## config.mk

```make
export PLATFORM = sky130hd
export DESIGN_NAME = pwm_duty_meter
export DESIGN_NICKNAME = d
export VERILOG_FILES = /design/src/rtl/pwm_duty_meter.sv
export SDC_FILE = /design/constraint.sdc
export NUM_CORES = 1
export LEC_CHECK = 0
export ABC_AREA = 1
export ABC_CLOCK_PERIOD_IN_PS = 3900
export BUFFER_PORTS_ARGS = -buffer_cell sky130_fd_sc_hd__buf_2
export CORE_UTILIZATION = 61
export DETAILED_ROUTE_END_ITERATION = 16
export PLACE_DENSITY = 0.8
export SLEW_MARGIN = 25
export SYNTH_ARGS = -nofsm -noshare
export SYNTH_HDL_FRONTEND = slang
export SYNTH_SLANG_ARGS = --single-unit
```

## constraint.sdc

```tcl
create_clock -name clk -period 3.9 [get_ports clk]
set_input_delay 0.39 -clock clk [delete_from_list [all_inputs] [get_ports clk]]
set_output_delay 0.39 -clock clk [all_outputs]
set_load 0.02 [all_outputs]
```

## src/rtl/pwm_duty_meter.sv

```systemverilog
// PWM capture: measures period and high time of pwm_in and reports the duty cycle
// as a DUTY_RES-bit fraction, with stuck-line detection and overrun signalling.
module pwm_duty_meter #(
    parameter int DUTY_RES = 8,
    parameter int CNT_W    = 22,
    parameter int TIMEOUT  = 2500000
) (
    input  logic                clk,
    input  logic                rst,
    input  logic                pwm_in,
    output logic [DUTY_RES-1:0] duty,
    output logic [CNT_W-1:0]    period,
    output logic [CNT_W-1:0]    high_time,
    output logic                valid,
    output logic                stuck,
    output logic                overrun
);
    localparam logic [CNT_W-1:0] TIMEOUT_CNT = CNT_W'(TIMEOUT);
    localparam int               BIT_W       = $clog2(DUTY_RES + 1);
    localparam logic [BIT_W-1:0] LAST_BIT    = BIT_W'(DUTY_RES - 1);

    typedef enum logic [1:0] {ARM, MEAS, DIVIDE} state_t;
    state_t state_q, state_d;

    logic                s1, s2, s3;
    logic                rise;
    logic [CNT_W-1:0]    cnt, hcnt;
    logic [CNT_W-1:0]    div_p, div_h;
    logic                div_sat;
    logic [CNT_W:0]      rem, rem_sh, rem_nx;
    logic [DUTY_RES-1:0] quo, quo_nx;
    logic [BIT_W-1:0]    bit_idx;
    logic                q_bit;
    logic                timeout, start_div, drop_win, div_done;

    function automatic logic [DUTY_RES-1:0] sat_quo(input logic [DUTY_RES-1:0] q,
                                                    input logic ovf);
        return ovf ? {DUTY_RES{1'b1}} : q;
    endfunction

    function automatic logic [DUTY_RES-1:0] stuck_duty(input logic lvl);
        return lvl ? {DUTY_RES{1'b1}} : '0;
    endfunction

    assign rise      = s2 & ~s3;
    // A rise in the same cycle as the timeout takes precedence.
    assign timeout   = (cnt == TIMEOUT_CNT) && !rise;
    assign start_div = (state_q == MEAS) && rise;
    assign drop_win  = (state_q == DIVIDE) && rise;
    assign div_done  = (state_q == DIVIDE) && (bit_idx == LAST_BIT) && !timeout;

    assign rem_sh = rem << 1;
    assign q_bit  = (rem_sh >= {1'b0, div_p});
    assign rem_nx = q_bit ? (rem_sh - {1'b0, div_p}) : rem_sh;
    assign quo_nx = (quo << 1) | DUTY_RES'(q_bit);

    always_comb begin
        state_d = state_q;
        if (timeout) begin
            state_d = ARM;
        end else begin
            case (state_q)
                ARM:     if (rise) state_d = MEAS;
                MEAS:    if (rise) state_d = DIVIDE;
                DIVIDE:  if (bit_idx == LAST_BIT) state_d = MEAS;
                default: state_d = ARM;
            endcase
        end
    end

    always_ff @(posedge clk) begin
        if (rst) begin
            s1        <= 1'b0;
            s2        <= 1'b0;
            s3        <= 1'b0;
            state_q   <= ARM;
            cnt       <= CNT_W'(1);
            hcnt      <= CNT_W'(1);
            bit_idx   <= '0;
            duty      <= '0;
            period    <= '0;
            high_time <= '0;
            valid     <= 1'b0;
            stuck     <= 1'b0;
            overrun   <= 1'b0;
        end else begin
            s1      <= pwm_in;
            s2      <= s1;
            s3      <= s2;
            state_q <= state_d;
            valid   <= 1'b0;
            overrun <= drop_win;

            if (rise || timeout) begin
                cnt  <= CNT_W'(1);
                hcnt <= CNT_W'(1);
            end else begin
                cnt  <= cnt + 1'b1;
                hcnt <= hcnt + CNT_W'(s2);
            end

            if (start_div)
                bit_idx <= '0;
            else if (state_q == DIVIDE)
                bit_idx <= bit_idx + 1'b1;

            if (timeout) begin
                duty      <= stuck_duty(s2);
                period    <= '0;
                high_time <= '0;
                valid     <= 1'b1;
                stuck     <= 1'b1;
            end else if (div_done) begin
                duty      <= sat_quo(quo_nx, div_sat);
                period    <= div_p;
                high_time <= div_h;
                valid     <= 1'b1;
                stuck     <= 1'b0;
            end
        end
    end

    // Divider datapath: restoring division, one quotient bit per cycle.
    always_ff @(posedge clk) begin
        if (start_div) begin
            div_p   <= cnt;
            div_h   <= hcnt;
            div_sat <= (hcnt >= cnt);
            rem     <= {1'b0, hcnt};
            quo     <= '0;
        end else if (state_q == DIVIDE) begin
            rem <= rem_nx;
            quo <= quo_nx;
        end
    end

endmodule

```

Word-level counts from Yosys, hierarchy flattened
Index checks and enable logic that the tools add are counted.
Word-level totals
  RAM bits: 0
  bits in latches: 0
  word-level logic and storage cells: 64
  memories kept: 0
  register bits: 182
  ROM bits: 0
Operators by class
  eq/ne operators: 7
  reduce and logical (&&, ||, !) cells: 15
  bitwise operators: 3
  shifts and indexed selects: 0
  div/mod/pow operators: 0
  multiplexer cells: 15
  magnitude comparators: 2
  $mul: 0
  add/sub/neg operators: 4
Operator list (count)
  two-way mux 22 bit: 3
  two-way mux 8 bit: 4
  >= comparator 23 x 22 -> 1 bit: 1
  adder 22 x 1 -> 22 bit: 1
  adder 22 x 1 -> 22 bit, second input constant: 1
  equality test 22 bit, second input constant: 1
  >= comparator 22 bit: 1
  subtractor 22 bit: 1
  OR 8 x 1 -> 8 bit: 1
  two-way mux 2 bit: 3
  inequality test 2 bit, second input constant: 3
  case mux 2 bit (3 select lines): 1
  OR reduction 2 bit: 3
  logical AND 1 bit: 5
  adder 4 x 1 -> 4 bit, second input constant: 1
  equality test 4 x 3 -> 1 bit, second input constant: 1
  two-way mux 1 bit: 4
  nonzero test 2 bit: 2
  AND reduction 3 bit: 1
  equality test 2 x 1 -> 1 bit, second input constant: 1
  equality test 2 bit, second input constant: 1
  logical NOT 1 bit: 2
  logical NOT 2 bit: 1
  AND 1 bit: 1
  other kinds (2): 2

Longest topological paths before layout
  depth in word-level cells: 8
  mapped depth: 15

Worst setup path before layout
OpenSTA, ideal clock, no wires.
  path type: register -> register
  from: register s2
  to: register div_h[0], enable pin
  cell stages (with the launch flop): 6
  period minus slack after synthesis: 2699 ps
  arrival: 2273 ps
  path buffers: 1
  library setup time: 427 ps
  setup slack: 1201 ps
  cell sequence: dfxtp_1 inv_1 nor2_1 nand2_1 nor2_1 clkbuf_1
On the way
  word-level cells in the longest chain between the ends: 2
RTL lines
  start, declared: RTL line 25  | logic s1, s2, s3;
  start signal, assigned: RTL line 74  | s2 <= 1'b0;
  start signal, assigned: RTL line 88  | s2 <= s1;
  AND 1 bit: RTL line 45  | assign rise = s2 & ~s3;
  logical AND 1 bit: RTL line 48  | assign start_div = (state_q == MEAS) && rise;
  named net start_div: RTL line 34  | logic timeout, start_div, drop_win, div_done;
  end signal, assigned: RTL line 127  | div_h <= hcnt;
  end, declared: RTL line 28  | logic [CNT_W-1:0] div_p, div_h;
The timed path passes the listed nets, and every way through them passes these cells.
A chain may end at the register's enable or synchronous reset.

Final worst setup path
  from: register state_q[1]
  to: register duty[6]
On the way
  word-level cells in the longest chain between the ends: 4
RTL lines
  start, declared: RTL line 23  | state_t state_q, state_d;
  start signal, assigned: RTL line 90  | state_q <= state_d;
  equality test 2 bit: RTL line 50  | assign div_done = (state_q == DIVIDE) && (bit_idx == LAST_BIT) && !timeout;
  logical AND 1 bit (2 in a row): RTL line 50
  nonzero test 2 bit (no source line)
  end signal, assigned: RTL line 108  | duty <= stuck_duty(s2);
  end signal, assigned: RTL line 114  | duty <= sat_quo(quo_nx, div_sat);
  end, declared: RTL line 11  | output logic [DUTY_RES-1:0] duty,
No other way between the ends.

==> key figures <==
Critical path
  – Slowest cell on crit path: sky130_fd_sc_hd__nor2_4
  – Beginning of the worst register-to-register path: state_q[1]
  – Top fanout value on the critical path: 27
  – Critical Path Source Type: flip-flop
  – Data arrival time of the critical path: 3.13 ns
  – Class of the most critical setup path: flip-flop to flip-flop
  – Launch point of the worst path: state_q[1]
  – Critical path data required time: 4.23 ns
  – Bufs and invs on worst path: 3
  – Largest delay share family, worst path: simple AND/OR/NAND/NOR gates
  – Worst stage delay on the critical path: 0.57 ns
  – Critical path endpoint category: flip-flop
  – Cell-by-cell listing of the critical path: inv_1 -> nor2_1 -> inv_1 -> nor2_4 -> nand2_1 -> buf_4 -> o21ai_0 -> nor2_1

Logic synthesis
  – Top flip-flop cell by instance count after synthesis: sky130_fd_sc_hd__dfxtp_1
  – #FFs+latches synth: 182
  – Distinct cell type count after synthesis: 44
  – Post-synth EDFFs: 67
  – Yosys warning count: 0
  – Synth async-reset ratio: 0%
  – Syn Nets: 1275
  – Sequential area share after synthesis: 44.6%
  – Avg Cell Area, Syn: 7.92 sq um
  – Number of instances in the synthesized netlist: 1222
  – Area of the mapped netlist: 9680 sq um

Clocking
  – Clock slew at the register clock pins of the worst setup and hold paths: 0.07 ns
  – Clock tree from TritonCTS: done
  – Post-CTS Resized: 0
  – Hold-fix buffers at CTS: 0
  – Number of setup buffers added after CTS: 0
  – Clock insertion delay at the later pin of the skew report: 0.44 ns
  – Clock root buffer master: sky130_fd_sc_hd__clkbuf_16
  – Number of levels the H-tree was split into: 4
  – Number of clock sinks seen by CTS: 182
  – Clock buffers created by TritonCTS: 17
  – Max Root-Sink Buffers: 2

Status
  – Status: finished clean

Final layout
  – Count of nets after finishing: 1325
  – Final standard cell count with taps included and fillers excluded: 1496
  – Number of antenna diodes: 0
  – Post-Route Utilization: 69.2%
  – Area growth syn-to-layout: 9.97%
  – Share of cells above drive strength 1: 12.9%

Routing
  – Length of the first detailed-routing pass in iterations: 6
  – DRC violation count after routing: 0
  – Final antenna-violating net count: 0
  – Vias per std cell: 5.60
  – Vias post-DR: 8378
  – WL final: 24500 microns
  – Routed len/inst: 16.4 microns
  – Number of DRC markers in iteration 0: 856

STA
  – Post-route setup TNS: 0 ns
  – Number of hold-slack violations in the final timing report: 0
  – Slew at the pin closest to its max-slew limit: 0.980 ns
  – Post-route clock skew: 0.00931 ns
  – Setup repair after global routing missed its margin: false
  – Tcrit/Tclk final: 71.8%
  – Fmax: 357 MHz
  – Finish-stage setup viols: 0
  – Max-slew violation count: 0
  – Relative max-transition margin: 34.5%
  – Minimum clock period after layout: 2.80 ns

Die
  – Width of the die: 128 microns
  – Initial cell density of the core: 63.0%
  – Total number of placement rows: 45
  – Height of the die: 128 microns
  – Count of boundary I/O pins: 58
  – DIE AREA: 16400 sq um
  – Core Footprint: 15400 sq um

Placed design
  – Port Buffer Count: 57
  – Sum of net half-perimeters after detailed placement: 17500 microns
  – Weighted congestion reported at the end of routability-driven placement: 0.997
  – Cell total after placement: 1464

Min path
  – HP Class: primary input to flip-flop
  – Hold path startpoint: pwm_in

GRT
  – Antenna violations before repair: 0
  – Pin count of the biggest net entering global routing: 66
  – Overflow left after global routing: 0
  – Via count of the first global-routing pass: 7664
  – Overall fraction of global-route tracks in use: 30.9%
  – First-pass GRT wire length: 38500 microns

Pwr
  – P per Cell Area: 361 nW/um^2
  – Peak VDD IR: 0.000314 V
  – Leakage power: 4.62 nW
  – Total power: 3.84 mW

Flow run
  – Max capacitance violation total: 0
-- metal layers --
metal	share of wire [%]	routed length, microns	global-route usage (%)	vias to the layer above
li1	-	-	-	4078
met1	42	10200	39.3	3856
met2	48	11700	52.6	367
met3	7.1	1730	5.26	77
met4	3.6	874	12.2	0
met5	0	0	0	-
-- stage by stage --
stage / area (sq um) / hold WS [ns] / worst slack (ns)
floorplan: 9680 / 0.388 / 1.20
global placement: 10100 / 0.390 / 1.26
detailed placement: 10100 / 0.393 / 1.15
CTS: 10600 / 0.149 / 1.13
global route: 10600 / 0.164 / 0.807
finish: 10600 / 0.158 / 1.10
-- power breakdown --
part           internal (mW)  switching, mW  leakage, nW  total [mW]
Clock                  0.944          0.771        0.291        1.71
Combinational         0.0424         0.0925         2.71       0.135
Sequential              1.98         0.0151         1.62        1.99
Total                   2.96          0.878         4.62        3.84
-- worst reg2reg max path, cell delays in order, from the launching register on --
cell and delay [ns]:
sky130_fd_sc_hd__dfxtp_1 0.38, sky130_fd_sc_hd__inv_1 0.07, sky130_fd_sc_hd__nor2_1 0.53, sky130_fd_sc_hd__inv_1 0.37
sky130_fd_sc_hd__nor2_4 0.57, sky130_fd_sc_hd__nand2_1 0.16, sky130_fd_sc_hd__buf_4 0.27, sky130_fd_sc_hd__o21ai_0 0.25
sky130_fd_sc_hd__nor2_1 0.07
-- cell usage after synthesis, types with 2 or more instances --
master | count | area [sq um]
sky130_fd_sc_hd__nand2_1 | 269 | 1010
sky130_fd_sc_hd__nor2_1 | 178 | 668
sky130_fd_sc_hd__inv_1 | 152 | 571
sky130_fd_sc_hd__dfxtp_1 | 115 | 2300
sky130_fd_sc_hd__edfxtp_1 | 67 | 2010
sky130_fd_sc_hd__nand3_1 | 65 | 325
sky130_fd_sc_hd__a21oi_1 | 59 | 295
sky130_fd_sc_hd__ha_1 | 49 | 613
sky130_fd_sc_hd__nor3_1 | 36 | 180
sky130_fd_sc_hd__nor3_2 | 33 | 330
sky130_fd_sc_hd__o21ai_0 | 30 | 150
sky130_fd_sc_hd__nand4_1 | 22 | 138
sky130_fd_sc_hd__nand3b_1 | 20 | 150
sky130_fd_sc_hd__xor2_1 | 15 | 131
sky130_fd_sc_hd__buf_6 | 10 | 113
sky130_fd_sc_hd__xnor2_1 | 10 | 87.6
sky130_fd_sc_hd__clkbuf_1 | 9 | 33.8
sky130_fd_sc_hd__nand2_2 | 7 | 43.8
sky130_fd_sc_hd__o21ai_1 | 7 | 35.0
sky130_fd_sc_hd__or2_2 | 7 | 43.8
sky130_fd_sc_hd__buf_2 | 6 | 30.0
sky130_fd_sc_hd__nor2_2 | 6 | 37.5
sky130_fd_sc_hd__nor4_1 | 6 | 37.5
sky130_fd_sc_hd__buf_4 | 5 | 37.5
sky130_fd_sc_hd__inv_2 | 5 | 18.8
sky130_fd_sc_hd__nor2_4 | 5 | 56.3
sky130_fd_sc_hd__nor3b_1 | 4 | 30.0
sky130_fd_sc_hd__clkinv_1 | 3 | 11.3
sky130_fd_sc_hd__nand2_4 | 3 | 33.8
sky130_fd_sc_hd__buf_1 | 2 | 7.51
sky130_fd_sc_hd__nand3_2 | 2 | 20.0
sky130_fd_sc_hd__o21a_1 | 2 | 15.0
sky130_fd_sc_hd__o21bai_1 | 2 | 15.0
-- final cells by class --
| type | count | area [sq um] |
|---|---|---|
| Inverter | 160 | 601 |
| Multi-Input combinational cell | 848 | 4550 |
| Tap cell | 211 | 264 |
| Sequential cell | 182 | 4310 |
| Clock buffer | 20 | 468 |
| Timing Repair Buffer | 63 | 330 |
| Fill cell | 1237 | 4730 |
| Clock inverter | 12 | 116 |
-- worst paths after layout --
path                            slack (ns)  cells after the start      end
worst max-delay path                  1.10                      8  duty[6]
worst min-delay path                  0.16                      3       s1
worst max register to register        1.10                      8  duty[6]
worst min register to register        0.41                      2       s2
-- registers in the layout, summed over array words and instances, names as in the netlist, 7 cells and up --
signal	count
cnt	22
div_h	22
div_p	22
hcnt	22
high_time	22
period	22
rem	22
duty	8
quo	7
-- cell usage in the layout, fill, tap and decap left out, types with 4 or more instances in the layout --
master,synthesis,routed
sky130_fd_sc_hd__nand3_1,65,65
sky130_fd_sc_hd__buf_2,6,57
sky130_fd_sc_hd__xnor2_1,10,10
sky130_fd_sc_hd__nor2_4,5,6
sky130_fd_sc_hd__nor3_2,33,33
sky130_fd_sc_hd__inv_1,152,152
sky130_fd_sc_hd__dfxtp_1,115,115
sky130_fd_sc_hd__nand3b_1,20,20
sky130_fd_sc_hd__nor2_2,6,6
sky130_fd_sc_hd__nor2_1,178,177
sky130_fd_sc_hd__buf_4,5,6
sky130_fd_sc_hd__o21ai_0,30,30
sky130_fd_sc_hd__nor4_1,6,6
sky130_fd_sc_hd__clkinv_4,0,5
sky130_fd_sc_hd__o21ai_1,7,7
sky130_fd_sc_hd__xor2_1,15,15
sky130_fd_sc_hd__clkbuf_16,0,18
sky130_fd_sc_hd__nor3b_1,4,4
sky130_fd_sc_hd__nand2_1,269,269
sky130_fd_sc_hd__inv_2,5,5
sky130_fd_sc_hd__edfxtp_1,67,67
sky130_fd_sc_hd__ha_1,49,49
sky130_fd_sc_hd__nand4_1,22,22
sky130_fd_sc_hd__a21oi_1,59,59
sky130_fd_sc_hd__nor3_1,36,36
sky130_fd_sc_hd__nand2_2,7,7
sky130_fd_sc_hd__or2_2,7,7
-- kinds of logic after synthesis --
logic type      Yosys count  share of synthesized area [%]
fa+ha+maj                50                           6.54
simple gates            668                           32.5
xor+xnor                 25                           2.26
buf+inv                 192                           8.49
flops                   182                           44.6
compound gates          105                           5.67
(Power assumes the default switching activity.)
